==> config.mk <==
export PLATFORM = sky130hd
export DESIGN_NAME = vga_capture_receiver
export DESIGN_NICKNAME = d
export VERILOG_FILES = /design/src/rtl/vga_capture_receiver.sv
export SDC_FILE = /design/constraint.sdc
export NUM_CORES = 1
export LEC_CHECK = 0
export ABC_AREA = 1
export BUFFER_PORTS_ARGS = -buffer_cell sky130_fd_sc_hd__buf_4
export CAP_MARGIN = 10
export CORE_UTILIZATION = 40
export DETAILED_ROUTE_END_ITERATION = 10
export GPL_ROUTABILITY_DRIVEN = 0
export SETUP_SLACK_MARGIN = 0.15
export SYNTH_ARGS = -nofsm -noshare
export SYNTH_HDL_FRONTEND = slang
export SYNTH_SLANG_ARGS = --single-unit
==> constraint.sdc <==
create_clock -name CLK25 -period 7.7 [get_ports CLK25]
set_input_delay 0.385 -clock CLK25 [delete_from_list [all_inputs] [get_ports CLK25]]
set_output_delay 0.385 -clock CLK25 [all_outputs]
set_load 0.01 [all_outputs]
==> src/rtl/vga_capture_receiver.sv <==
// VGA receive side: registers sync/RGB, recovers raster coordinates, qualifies lock
// against the expected line/frame periods and emits per-pixel capture strobes.
module vga_capture_receiver #(
  parameter int H_ACTIVE = 640,
  parameter int V_ACTIVE = 480,
  parameter int H_TOTAL  = 800,
  parameter int V_TOTAL  = 525,
  parameter int H_BP     = 44,
  parameter int V_BP     = 30
) (
  input  logic       CLK25,
  input  logic       reset,
  input  logic       hsync_in,
  input  logic       vsync_in,
  input  logic [9:0] in_r,
  input  logic [9:0] in_g,
  input  logic [9:0] in_b,
  output logic [9:0] cap_x,
  output logic [9:0] cap_y,
  output logic [9:0] cap_r,
  output logic [9:0] cap_g,
  output logic [9:0] cap_b,
  output logic       cap_valid,
  output logic       frame_start,
  output logic       locked,
  output logic [9:0] line_len,
  output logic [9:0] frame_lines,
  output logic [7:0] err_count
);

  localparam logic [9:0] HB   = 10'(H_BP);
  localparam logic [9:0] HE   = 10'(H_BP + H_ACTIVE - 1);
  localparam logic [9:0] VB   = 10'(V_BP);
  localparam logic [9:0] VE   = 10'(V_BP + V_ACTIVE - 1);
  localparam logic [9:0] HT   = 10'(H_TOTAL);
  localparam logic [9:0] VT   = 10'(V_TOTAL);
  localparam logic [9:0] VT1  = 10'(V_TOTAL + 1);
  localparam logic [9:0] CMAX = 10'h3FF;

  typedef enum logic [1:0] {SEARCH, MEASURE, LOCKED} state_t;

  function automatic logic [9:0] sat_inc(input logic [9:0] v);
    return (v == CMAX) ? v : v + 10'd1;
  endfunction

  logic       hs1_q, vs1_q, hsp_q, vsp_q;
  logic [9:0] r1_q, g1_q, b1_q;
  logic [9:0] hcnt_q, hcnt_d, vcnt_q, vcnt_d;
  logic [9:0] lp_q, lp_d, lc_q, lc_d, lc_inc;
  logic [9:0] line_len_q, frame_lines_q;
  state_t     state_q, state_d;
  logic       flag_q, flag_d, exempt_q, exempt_d;
  logic [7:0] err_q, err_d;
  logic       line_bad, loss;
  logic       hs_rise, hs_fall, vs_rise, vs_fall;
  logic       act, valid_d, fs_d;
  logic [9:0] x_d, y_d;
  logic [9:0] cap_x_q, cap_y_q, cap_r_q, cap_g_q, cap_b_q;
  logic       valid_q, fs_q;

  assign hs_rise = hs1_q & ~hsp_q;
  assign hs_fall = ~hs1_q & hsp_q;
  assign vs_rise = vs1_q & ~vsp_q;
  assign vs_fall = ~vs1_q & vsp_q;

  // Counters describe the sample currently held in stage 1.
  always_comb begin
    hcnt_d = hs_rise ? 10'd0 : sat_inc(hcnt_q);
    vcnt_d = vcnt_q;
    if (vs_rise)      vcnt_d = 10'd0;
    else if (hs_fall) vcnt_d = sat_inc(vcnt_q);
    lp_d   = hs_fall ? 10'd1 : sat_inc(lp_q);
    lc_inc = hs_fall ? sat_inc(lc_q) : lc_q;
    lc_d   = lc_inc;
    // An hsync fall coincident with the vsync fall opens the new frame.
    if (vs_fall) lc_d = hs_fall ? 10'd1 : 10'd0;
  end

  always_comb begin
    state_d  = state_q;
    flag_d   = flag_q;
    exempt_d = exempt_q;
    err_d    = err_q;
    line_bad = 1'b0;
    loss     = 1'b0;
    case (state_q)
      SEARCH: begin
        if (vs_fall) begin
          state_d  = MEASURE;
          flag_d   = 1'b0;
          exempt_d = 1'b1;
        end
      end
      MEASURE: begin
        line_bad = hs_fall & ~exempt_q & (lp_q != HT);
        if (hs_fall) exempt_d = 1'b0;
        if (vs_fall) begin
          if (!flag_q && !line_bad && lc_q == VT) state_d = LOCKED;
          flag_d = 1'b0;
        end else if (line_bad) begin
          flag_d = 1'b1;
        end
      end
      LOCKED: begin
        loss = (hs_fall & (lp_q != HT)) |
               (vs_fall & (lc_q != VT)) |
               (hs_fall & ~vs_fall & (lc_inc == VT1));
        if (loss) begin
          state_d = SEARCH;
          if (err_q != 8'hFF) err_d = err_q + 8'd1;
        end
      end
      default: state_d = SEARCH;
    endcase
  end

  always_comb begin
    act     = (hcnt_d >= HB) && (hcnt_d <= HE) && (vcnt_d >= VB) && (vcnt_d <= VE);
    valid_d = (state_d == LOCKED) && act;
    x_d     = hcnt_d - HB;
    y_d     = vcnt_d - VB;
    fs_d    = valid_d && (x_d == 10'd0) && (y_d == 10'd0);
  end

  // Sync samples reset to the idle (high) level so release does not fake an edge.
  always_ff @(posedge CLK25 or posedge reset) begin
    if (reset) begin
      hs1_q <= 1'b1;
      vs1_q <= 1'b1;
      hsp_q <= 1'b1;
      vsp_q <= 1'b1;
      r1_q  <= '0;
      g1_q  <= '0;
      b1_q  <= '0;
    end else begin
      hs1_q <= hsync_in;
      vs1_q <= vsync_in;
      hsp_q <= hs1_q;
      vsp_q <= vs1_q;
      r1_q  <= in_r;
      g1_q  <= in_g;
      b1_q  <= in_b;
    end
  end

  always_ff @(posedge CLK25 or posedge reset) begin
    if (reset) begin
      hcnt_q        <= '0;
      vcnt_q        <= '0;
      lp_q          <= '0;
      lc_q          <= '0;
      line_len_q    <= '0;
      frame_lines_q <= '0;
    end else begin
      hcnt_q <= hcnt_d;
      vcnt_q <= vcnt_d;
      lp_q   <= lp_d;
      lc_q   <= lc_d;
      if (hs_fall) line_len_q <= lp_q;
      if (vs_fall) frame_lines_q <= lc_q;
    end
  end

  always_ff @(posedge CLK25 or posedge reset) begin
    if (reset) begin
      state_q  <= SEARCH;
      flag_q   <= 1'b0;
      exempt_q <= 1'b0;
      err_q    <= '0;
    end else begin
      state_q  <= state_d;
      flag_q   <= flag_d;
      exempt_q <= exempt_d;
      err_q    <= err_d;
    end
  end

  always_ff @(posedge CLK25 or posedge reset) begin
    if (reset) begin
      cap_x_q <= '0;
      cap_y_q <= '0;
      cap_r_q <= '0;
      cap_g_q <= '0;
      cap_b_q <= '0;
      valid_q <= 1'b0;
      fs_q    <= 1'b0;
    end else begin
      valid_q <= valid_d;
      fs_q    <= fs_d;
      if (valid_d) begin
        cap_x_q <= x_d;
        cap_y_q <= y_d;
        cap_r_q <= r1_q;
        cap_g_q <= g1_q;
        cap_b_q <= b1_q;
      end
    end
  end

  assign cap_x       = cap_x_q;
  assign cap_y       = cap_y_q;
  assign cap_r       = cap_r_q;
  assign cap_g       = cap_g_q;
  assign cap_b       = cap_b_q;
  assign cap_valid   = valid_q;
  assign frame_start = fs_q;
  assign locked      = (state_q == LOCKED);
  assign line_len    = line_len_q;
  assign frame_lines = frame_lines_q;
  assign err_count   = err_q;

endmodule
==> impl_results.md, run 1 <==
- Largest net degree at the start of global routing: 86
- Hold worst-path end: b1_q[7]
- Post-synth cell types: 40
- Synth Cell Area: 7150 um2
- Critical path launch point type: flop
- Endpoints failing setup: 0
- Hold Vio Cnt, Final: 0
- Initial antenna violation count: 0
- Seq/Total Area, Yosys: 55.4%
- Vias per cell: 4.73
- Fmax: 299 MHz
- Initial core utilization: 41.2%
- CTS tree: done
- Share of synthesized flip-flops with an asynchronous set or reset: 100%
- Post-DP HPWL: 10.8 mm
- TritonRoute pass-1 iters: 5
- DRC viols: 0
- CP max stage cell: dfstp_2
- Final Skew: 0.0141 ns
- Synthesized Nets: 895
- CP max FO: 36
- CTS buffer count: 17
- Die width: 136 um
- Crit end category: flop
- Clk sink count: 158
- Antenna Nets Post-Route: 0
- Tcrit/Tclk final: 43.4%
- Clock latency reported for the late side of the worst-skew pair: 0.43 ns
- RSZ-0062 raised after global routing: no
- Most common cell after layout, fill and taps aside: nand2_1
- Capturing point of the worst reg2reg path: cap_g[0]
- Total die area: 18400 um2
- Port bufs: 114
- Slew @ Worst Pin: 0.920 ns
- Die Ht: 136 um
- Outcome: finished clean
- CTS root buffer: clkbuf_16
- Syn Inst Count: 851
- Reg-to-reg startpoint: hsp_q
- Routed via count: 5689
- Storage element area: 3960 um2
- Final wirelength: 15.5 mm
- # H-tree levels: 4
- WP buf/inv: 3
- Io pins: 115
- Vias in the first global route: 5456
- Yosys Warn Count: 0
- Max_slew headroom: 38.7%
- Worst EP required: 8.07 ns
- Final nets: 1010
- Worst hold path class: primary input to flop
- Beginning of the worst hold path: in_b[7]
- Gr usage total: 18.2%
- Grt ovf: 0
- Final Critical Period: 3.34 ns
- Setup ws final: 4.36 ns
- Core area: 17400 um2
- CTS clk-pin slew, worst paths: 0.07 ns
- Hold Crit Depth: 1
- Syn avg cell area: 8.40 um2
- CP max stage delay: 0.53 ns
- Area delta synth->final: 23.4%
- Top_reg_cell synth: dfrtp_1
- Post-CTS setup buffer count: 0
- Slew Viols, Final: 0
- Leading cell types in the layout, fill and taps excluded: nand2_1 (314), dfrtp_1 (154), buf_4 (117), inv_1 (92), nand3_1 (61)
- Worst vdd ir: 0.179 mV
- First-pass GRT wire length: 26.4 mm
- # diodes: 0
- Reg-to-reg slack, setup: 4.36 ns
- Pleak: 4.71 nW
- Fraction of layout cells with a size suffix above 1: 18.5%
- Site row count: 48
- Cells on worst reg2reg path: 14
- Setup TNS: 0 ns
- Worst slack, placed: 4.37 ns
- Critical path arrival: 3.71 ns
- Critical path's top delay family: simple AND/OR/NAND/NOR gates
- Fill cell count: 1663
- Seq cells post-synth: 158
- WL/cell: 12.9 um
- Multi-input logic area: 2690 um2
- EDFF count, synth: 0
- Hold_buf cts: 0
- Critical path, cell by cell: nand2_1, buf_4, inv_2, nand3_1, o21ai_0, nand3_1, nor2_1, nand3_1, nand3_1, nand2_1, nand4_2, buf_4, nand2_1, nand2_1
- Initial DRC Count: 359
- PwrDens: 232 nW/um2
- Max Root-Sink Buffers: 2
- Post-CTS resize count: 0
- WS Path Type: flop to flop
- Total of max-cap violations: 0
==> how the worst max path moves through the flow <==
stage	slack (ns)	start	cells after the start	end
finish	4.36	hsp_q	14	cap_g[0]
global route	3.94	vsp_q	13	cap_r[7]
CTS	4.35	hsp_q	13	cap_y[6]
detailed placement	4.37	hsp_q	13	cap_y[6]
global placement	4.40	hsp_q	13	cap_g[8]
floorplan	3.06	reset	1	b1_q[0]
==> report_power, final <==
| part | switching (mW) | internal, mW | total [mW] |
|---|---|---|---|
| Combinational | 0.137 | 0.0823 | 0.219 |
| Sequential | 0.0427 | 0.879 | 0.921 |
| Clock | 0.375 | 0.529 | 0.903 |
==> cell families (layout without fill, tap and decap cells) <==
group | after synthesis | after routing | share of synthesized area [%]
fa+ha+maj | 10 | 10 | 1.75
simple gates | 485 | 485 | 29.0
xor+xnor | 17 | 17 | 2.08
buf+inv | 118 | 246 | 6.90
flops | 158 | 158 | 55.4
compound gates | 63 | 63 | 4.82
==> state kept, by name (all words and copies together) (netlist names), 2 cells and up <==
name / count
cap_g: 10
g1_q: 10
vcnt_q: 10
line_len: 10
r1_q: 10
state_q: 2
hcnt_q: 10
frame_lines: 10
lc_q: 10
cap_r: 10
lp_q: 10
cap_y: 10
cap_b: 10
cap_x: 10
err_count: 8
b1_q: 10
==> worst reg2reg max path: cells and delay by family, from the launching register on <==
family / cells / cell delay, ns
DFF: 1 / 0.53
buffers and inverters: 3 / 1.14
AOI/OAI and AO/OA: 1 / 0.31
and+or+nand+nor: 10 / 1.32
==> synth_stat cells, types with 5 or more instances <==
library cell	n	area share, %
nand2_1	314	16
ha_1	10	1.8
a21oi_1	15	1.1
nor3_1	13	0.91
nand4_1	13	1.1
nand3_1	61	4.3
dfrtp_1	154	54
xor2_1	12	1.5
nor2_2	8	0.70
buf_2	7	0.49
nand3_2	5	0.70
o21ai_0	34	2.4
nor2_1	55	2.9
inv_1	93	4.9
xnor2_1	5	0.61
clkbuf_1	6	0.32
buf_6	5	0.79
==> layer usage <==
| metal | vias up | part of all wire [%] | GRT usage (%) | wire length [um] |
|---|---|---|---|---|
| met5 | - | 0 | 0 | 0 |
| met4 | 0 | 1.8 | 7.37 | 276 |
| met3 | 20 | 4.1 | 4.15 | 628 |
| met2 | 108 | 48 | 28.3 | 7400 |
| met1 | 2666 | 46 | 24.5 | 7190 |
| li1 | 2895 | - | - | - |
==> final cells by class <==
type / count / area share [%]
multi-input combinational: 575 / 30.6
tap: 225 / 3.19
clock inverter: 15 / 2.37
sequential: 158 / 44.9
timing repair buffer: 117 / 9.96
inverter: 97 / 4.19
clock buffer: 17 / 4.83
==> metrics by stage <==
| stage | hold slack, ns | instance area [um2] | util, % | power [mW] | std cells |
|---|---|---|---|---|---|
| after floorplan | 0.361 | 7150 | - | 1.08 | 851 |
| after global placement | 0.367 | 8180 | 47.1 | 1.15 | 1172 |
| after detailed placement | 0.368 | 8180 | 47.1 | 1.16 | 1172 |
| after CTS | 0.0427 | 8820 | 50.8 | 2.07 | 1204 |
| after global routing | 0.0383 | 8820 | 50.8 | 2.14 | 1204 |
| final | 0.0594 | 8820 | 50.8 | 2.04 | 1204 |
Power figures use the tool's default switching activity.
==> run 2, diff against run 1 <==
Clock period 7.7 ns to 2.9 ns, I/O delays scaled along.
==> run 2 against run 1 <==
  * Maximum frequency up 29%
  * Critical path depth increased by 6
  * Combinational power rose to 3.2 times the previous value
  * Hold slack improved by 0.14 ns
  * Global-route usage up 0.94 points
  * Register-to-register slack got worse by 4.0 ns
  * Critical path type unchanged
  * First-iteration DRC count fell by 15%
  * Wire length rose by 9.7%
  * Largest power group unchanged
  * Sequential share of layout area decreased by 3.4 points
  * Power rose to 2.6 times the previous value
  * Die area unchanged
  * Sequential power rose to 2.7 times the previous value
==> impl_results.md, run 2 (same netlist as run 1, synthesis figures left out) <==
- # H-tree levels: 4 (unchanged)
- Setup TNS: 0 ns (unchanged)
- Endpoints failing setup: 0 (unchanged)
- Grt ovf: 0 (unchanged)
- Slew @ Worst Pin: 0.603 ns (-0.317 ns)
- CTS root buffer: clkbuf_16
- Largest net degree at the start of global routing: 63 (-27%)
- Slew Viols, Final: 0 (unchanged)
- Port bufs: 114 (unchanged)
- Clock latency reported for the late side of the worst-skew pair: 0.42 ns (about the same)
- Non-Filler Instances: 1262 (+4.8%)
- Core area: 17400 um2 (unchanged)
- Worst slack, placed: 0.108 ns (-4.26 ns)
- Final Skew: 0.00676 ns (-0.00730 ns)
- Initial core utilization: 41.2% (unchanged)
- Fraction of layout cells with a size suffix above 1: 21.9% (+3.4 points)
- Worst hold path class: primary input to async pin
- Critical path launch point type: flop
- Io pins: 115 (unchanged)
- DRC viols: 0 (unchanged)
- RSZ-0062 raised after global routing: yes
- CTS tree: done
- Fmax: 387 MHz (+29%)
- Worst vdd ir: 0.407 mV (+130%)
- Max Root-Sink Buffers: 2 (unchanged)
- Total of max-cap violations: 0 (unchanged)
- Critical path arrival: 2.89 ns (-0.82 ns)
- Site row count: 48 (unchanged)
- Gr usage total: 19.2% (+0.94 points)
- Leading cell types in the layout, fill and taps excluded: nand2_1 (307), dfrtp_1 (152), buf_4 (129), inv_1 (89), nand3_1 (59)
- Routed via count: 5919 (+4.0%)
- PwrDens: 561 nW/um2 (+140%)
- Die Ht: 136 um (unchanged)
- Max_slew headroom: 59.8% (+21 points)
- First-pass GRT wire length: 27.5 mm (+4.3%)
- Area delta synth->final: 33.4%
- Worst EP required: 3.21 ns (-4.86 ns)
- Final Critical Period: 2.59 ns (-0.756 ns)
- Tcrit/Tclk final: 89.1% (+46 points)
- Antenna Nets Post-Route: 0 (unchanged)
- Outcome: finished clean
- Final nets: 1068 (+5.7%)
- Final hold slack: 0.198 ns (+0.138 ns)
- Fill cell count: 1596 (-4.0%)
- CTS clk-pin slew, worst paths: 0.07 ns (about the same)
- Die width: 136 um (unchanged)
- Reg-to-reg slack, setup: 0.31 ns (-4.04 ns)
- Initial DRC Count: 304 (-15%)
- Vias per cell: 4.69 (-0.74%)
- Hold Vio Cnt, Final: 0 (unchanged)
- Total die area: 18400 um2 (unchanged)
- TritonRoute pass-1 iters: 5 (unchanged)
- Cells after DPL: 1180 (+0.68%)
- Most common cell after layout, fill and taps aside: nand2_1
- Initial antenna violation count: 0 (unchanged)
- Final wirelength: 17.0 mm (+9.7%)
- WS Path Type: flop to flop
- Post-DP HPWL: 11.0 mm (+2.1%)
- Clk sink count: 158 (unchanged)
- Crit end category: flop
- Vias in the first global route: 5679 (+4.1%)
- Setup ws final: 0.315 ns (-4.04 ns)
- CP max FO: 7 (-81%)
- WL/cell: 13.5 um (+4.7%)
- CTS buffer count: 17 (unchanged)
- Pleak: 4.99 nW (+6.0%)
- # diodes: 0 (unchanged)
## run 2: cell types whose count changed in the layout (fill, tap and decap cells not counted), sizes merged
| cell | change |
|---|---|
| inv | -6 |
| clkinv | +5 |
| clkinvlp | +2 |
| clkbuf | +5 |
| bufinv | -2 |
| buf | +21 |
| dlygate4sd3 | +33 |
## run 2: power by group
part	leakage (nW)	switching (mW)	total (mW)	internal, mW
Sequential	2.08	0.118	2.45	2.34
Clock	0.286	0.968	2.21	1.24
Combinational	2.63	0.397	0.694	0.296
Total	4.99	1.48	5.35	3.87
## run 2: stage by stage
step           utilization (%)  cell area [um2]  total power, mW
2_1_floorplan                -             7150             2.88
3_3_place_gp              47.8             8290             3.08
3_5_place_dp              47.8             8290             3.09
4_1_cts                   53.4             9260             5.37
5_1_grt                   54.9             9540             5.63
6_report                  54.9             9540             5.35
## run 2: area by class of cell
class                      count  area (um2)  area share (%)
sequential                   158        3960            41.5
multi-input combinational    575        2770            29.1
timing repair buffer         175        1560            16.4
clock buffer                  18         439            4.61
inverter                      97         370            3.88
tap                          225         282            2.95
clock inverter                14         153            1.60
## run 2: layer usage
layer,wire [um],track usage [%],vias up
met3,745,4.75,18
met5,0,0,-
met1,7570,25.0,2771
met4,264,6.43,0
li1,-,-,3017
met2,8410,31.0,113
## run 2: what timing repair did
item / in CTS / in global routing
setup endpoints to repair: 51 / 57
cloned: 1 / 6
hold buffers: 33 / 0
pin swaps: 0 / 7
buffers inserted: 1 / 9
hold endpoints to repair: 138 / 0
resized for setup: 3 / 27
## run 2: critical path, stage by stage, from the launching register on
cell and delay [ns]:
dfrtp_1 0.42, buf_4 0.15, buf_4 0.13, nand3_1 0.09
nor2_1 0.06, o21ai_2 0.14, and2_4 0.16, ha_2 0.18
inv_1 0.04, nand2_1 0.08, nand2_2 0.09, a21oi_1 0.13
nand2_1 0.07, nand2_1 0.07, nand2_2 0.07, nand2_2 0.12
nor2_8 0.04, buf_12 0.14, clkbuf_16 0.16, nand2_1 0.05
nand2_1 0.06
## run 2: path summary, 6_finish.rpt
path	cells past startpoint	end	startpoint
min	3	cap_g[6]	reset
max reg2reg	20	cap_b[7]	hcnt_q[0]
min in group CLK25	2	b1_q[9]	in_b[9]
max in group asynchronous	4	cap_b[7]	reset
min reg2reg	0	hsp_q	hs1_q
max	20	cap_b[7]	hcnt_q[0]
==> run 3, diff against run 2 <==
Clock period 2.9 ns to 2.7 ns, I/O delays scaled along.
==> run 3 against run 2 <==
  * Critical path depth unchanged
  * Largest power group unchanged
  * Clock-buffer cell count grew 4
  * Combinational power increased by 27%
  * Power up 8.8%
==> impl_results.md, run 3 (same netlist as run 1, synthesis figures left out) <==
- Critical path, cell by cell: ha_2, buf_6, xnor2_4, nand2_2, nand2_2, inv_2, ha_4, inv_2, nand2_2, nand2_2, a21oi_2, nand2_1, nand2_1, nand2_2, buf_6, nand4_4, buf_12, buf_6, nand2_1, nand2_1
- Largest net degree at the start of global routing: 84 (+33%)
- CTS tree: done
- Leading cell types in the layout, fill and taps excluded: nand2_1 (268), dfrtp_1 (154), buf_4 (144), inv_1 (87), nand3_1 (51)
- TritonRoute pass-1 iters: 5 (unchanged)
- Core area: 17400 um2 (unchanged)
- Final wirelength: 17.6 mm (+3.4%)
- Total die area: 18400 um2 (unchanged)
- Max_slew headroom: 60.4% (+0.55 points)
- Critical path launch point type: flop
- Most used cell, CP: nand2_2
- Slew @ Worst Pin: 0.593 ns (-0.00955 ns)
- Non-Filler Cell Area, Final: 10100 um2 (+6.1%)
- CP max FO: 7 (unchanged)
- PwrDens: 576 nW/um2 (+2.6%)
- GRT met2 Usage: 32.0% (+1.0 points)
- Endpoints failing setup: 0 (unchanged)
- Vias per cell: 4.75 (+1.3%)
- CTS buffer count: 17 (unchanged)
- # H-tree levels: 4 (unchanged)
- Port bufs: 114 (unchanged)
- Vias in the first global route: 5731 (+0.92%)
- Clock latency reported for the late side of the worst-skew pair: 0.42 ns (about the same)
- Grt met1 use: 24.2% (-0.81 points)
- WS Path Type: flop to flop
- Tcrit/Tclk final: 92.8% (+3.7 points)
- CP max stage delay: 0.39 ns (-0.03 ns)
- Final nets: 1093 (+2.3%)
- Site row count: 48 (unchanged)
- Gr usage total: 19.0% (-0.13 points)
- # diodes: 0 (unchanged)
- RSZ-0062 raised after global routing: yes
- Initial antenna violation count: 0 (unchanged)
- Total of max-cap violations: 0 (unchanged)
- CP max stage cell: dfrtp_1
- Worst vdd ir: 0.421 mV (+3.5%)
- Die Ht: 136 um (unchanged)
- CTS root buffer: clkbuf_16
- Routed via count: 6117 (+3.3%)
- DRC viols: 0 (unchanged)
- Critical path arrival: 2.82 ns (-0.07 ns)
- Most common cell after layout, fill and taps aside: nand2_1
- First-pass GRT wire length: 27.6 mm (+0.28%)
- Fraction of layout cells with a size suffix above 1: 29.6% (+7.7 points)
- Placement Cell Area: 8390 um2 (+1.2%)
- Clk sink count: 158 (unchanged)
- Io pins: 115 (unchanged)
- Fill cell count: 1551 (-2.8%)
- Multi-input logic area: 3060 um2 (+10%)
- Initial core utilization: 41.2% (unchanged)
- CTS clk-pin slew, worst paths: 0.06 ns (about the same)
- Outcome: finished clean
- Worst EP required: 3.01 ns (-0.20 ns)
- Slew Viols, Final: 0 (unchanged)
- Initial DRC Count: 247 (-19%)
- Crit end category: flop
- Pleak: 5.20 nW (+4.2%)
- Storage element area: 3960 um2 (about the same)
- Final Critical Period: 2.51 ns (-0.0791 ns)
- Antenna Nets Post-Route: 0 (unchanged)
- Max Root-Sink Buffers: 2 (unchanged)
- Worst hold path class: primary input to async pin
- Most Crowded Layer GR: met2
- Setup TNS: 0 ns (unchanged)
- Final Skew: 0.00965 ns (+0.00289 ns)
- Die width: 136 um (unchanged)
- WL/cell: 13.7 um (+1.4%)
- Fmax: 399 MHz (+3.2%)
- Area delta synth->final: 41.6%
- Met3 usage: 4.26% (-0.49 points)
- Hold Vio Cnt, Final: 0 (unchanged)
- Grt ovf: 0 (unchanged)
- Post-DP HPWL: 11.2 mm (+1.7%)
-- run 3: layout make-up --
class / instances / area share (%)
flip-flops and latches: 158 / 39.1
multi-input cells: 575 / 30.2
repair buffers: 200 / 18.5
clock buffers: 22 / 4.69
inverters: 97 / 3.69
well taps: 225 / 2.78
clock inverters: 10 / 1.03
-- run 3: timing repair --
item	in CTS	in global routing
resized for setup	15	100
gates cloned	2	8
pin swaps	5	34
endpoints found under the hold margin	56	0
hold buffers	33	0
buffers inserted	8	14
endpoints found under the setup margin	51	57
-- run 3: where the power goes --
part           switching, mW  leakage, nW  internal (mW)  total (mW)
Combinational          0.490         2.85          0.390       0.879
Sequential             0.108         2.08           2.51        2.62
Clock                  0.977        0.270           1.35        2.33
-- run 3: final timing paths --
| path | end | slack, ns | cells past startpoint | from |
|---|---|---|---|---|
| max in group asynchronous | hsp_q | 1.53 | 4 | reset |
| worst min register to register | vsp_q | 0.38 | 0 | vs1_q |
| worst max-delay path | cap_r[3] | 0.19 | 20 | hcnt_q[1] |
| min in group CLK25 | b1_q[9] | 0.35 | 2 | in_b[9] |
| worst min-delay path | r1_q[5] | 0.34 | 3 | reset |
| worst max register to register | cap_r[3] | 0.19 | 20 | hcnt_q[1] |
-- run 3: stage by stage --
step | setup slack (ns) | hold slack (ns) | utilization (%) | std cells | power, mW
2_1_floorplan | 0.277 | 0.139 | - | 851 | 3.09
3_3_place_gp | 0.105 | 0.244 | 48.3 | 1190 | 3.34
3_5_place_dp | 0.0884 | 0.245 | 48.3 | 1190 | 3.34
4_1_cts | 0.151 | 0.340 | 54.7 | 1265 | 5.76
5_1_grt | 0.0472 | 0.342 | 58.3 | 1287 | 6.11
6_report | 0.194 | 0.344 | 58.3 | 1287 | 5.83
-- run 3: per-layer routing --
layer  wire length [um]  vias to the layer above
li1                   -                     3075
met1               7900                     2932
met2               8920                       97
met3                572                       13
met4                177                        0
met5                  0                        -
-- run 3: critical path: cells and delay by family (launching register included) --
| kind | cells | cell delay (ns) |
|---|---|---|
| AOI/OAI and AO/OA | 1 | 0.05 |
| xor gates and xnor gates | 1 | 0.17 |
| adders and majority gates | 2 | 0.36 |
| buffers and inverters | 6 | 0.66 |
| DFF | 1 | 0.39 |
| and+or+nand+nor | 10 | 0.77 |
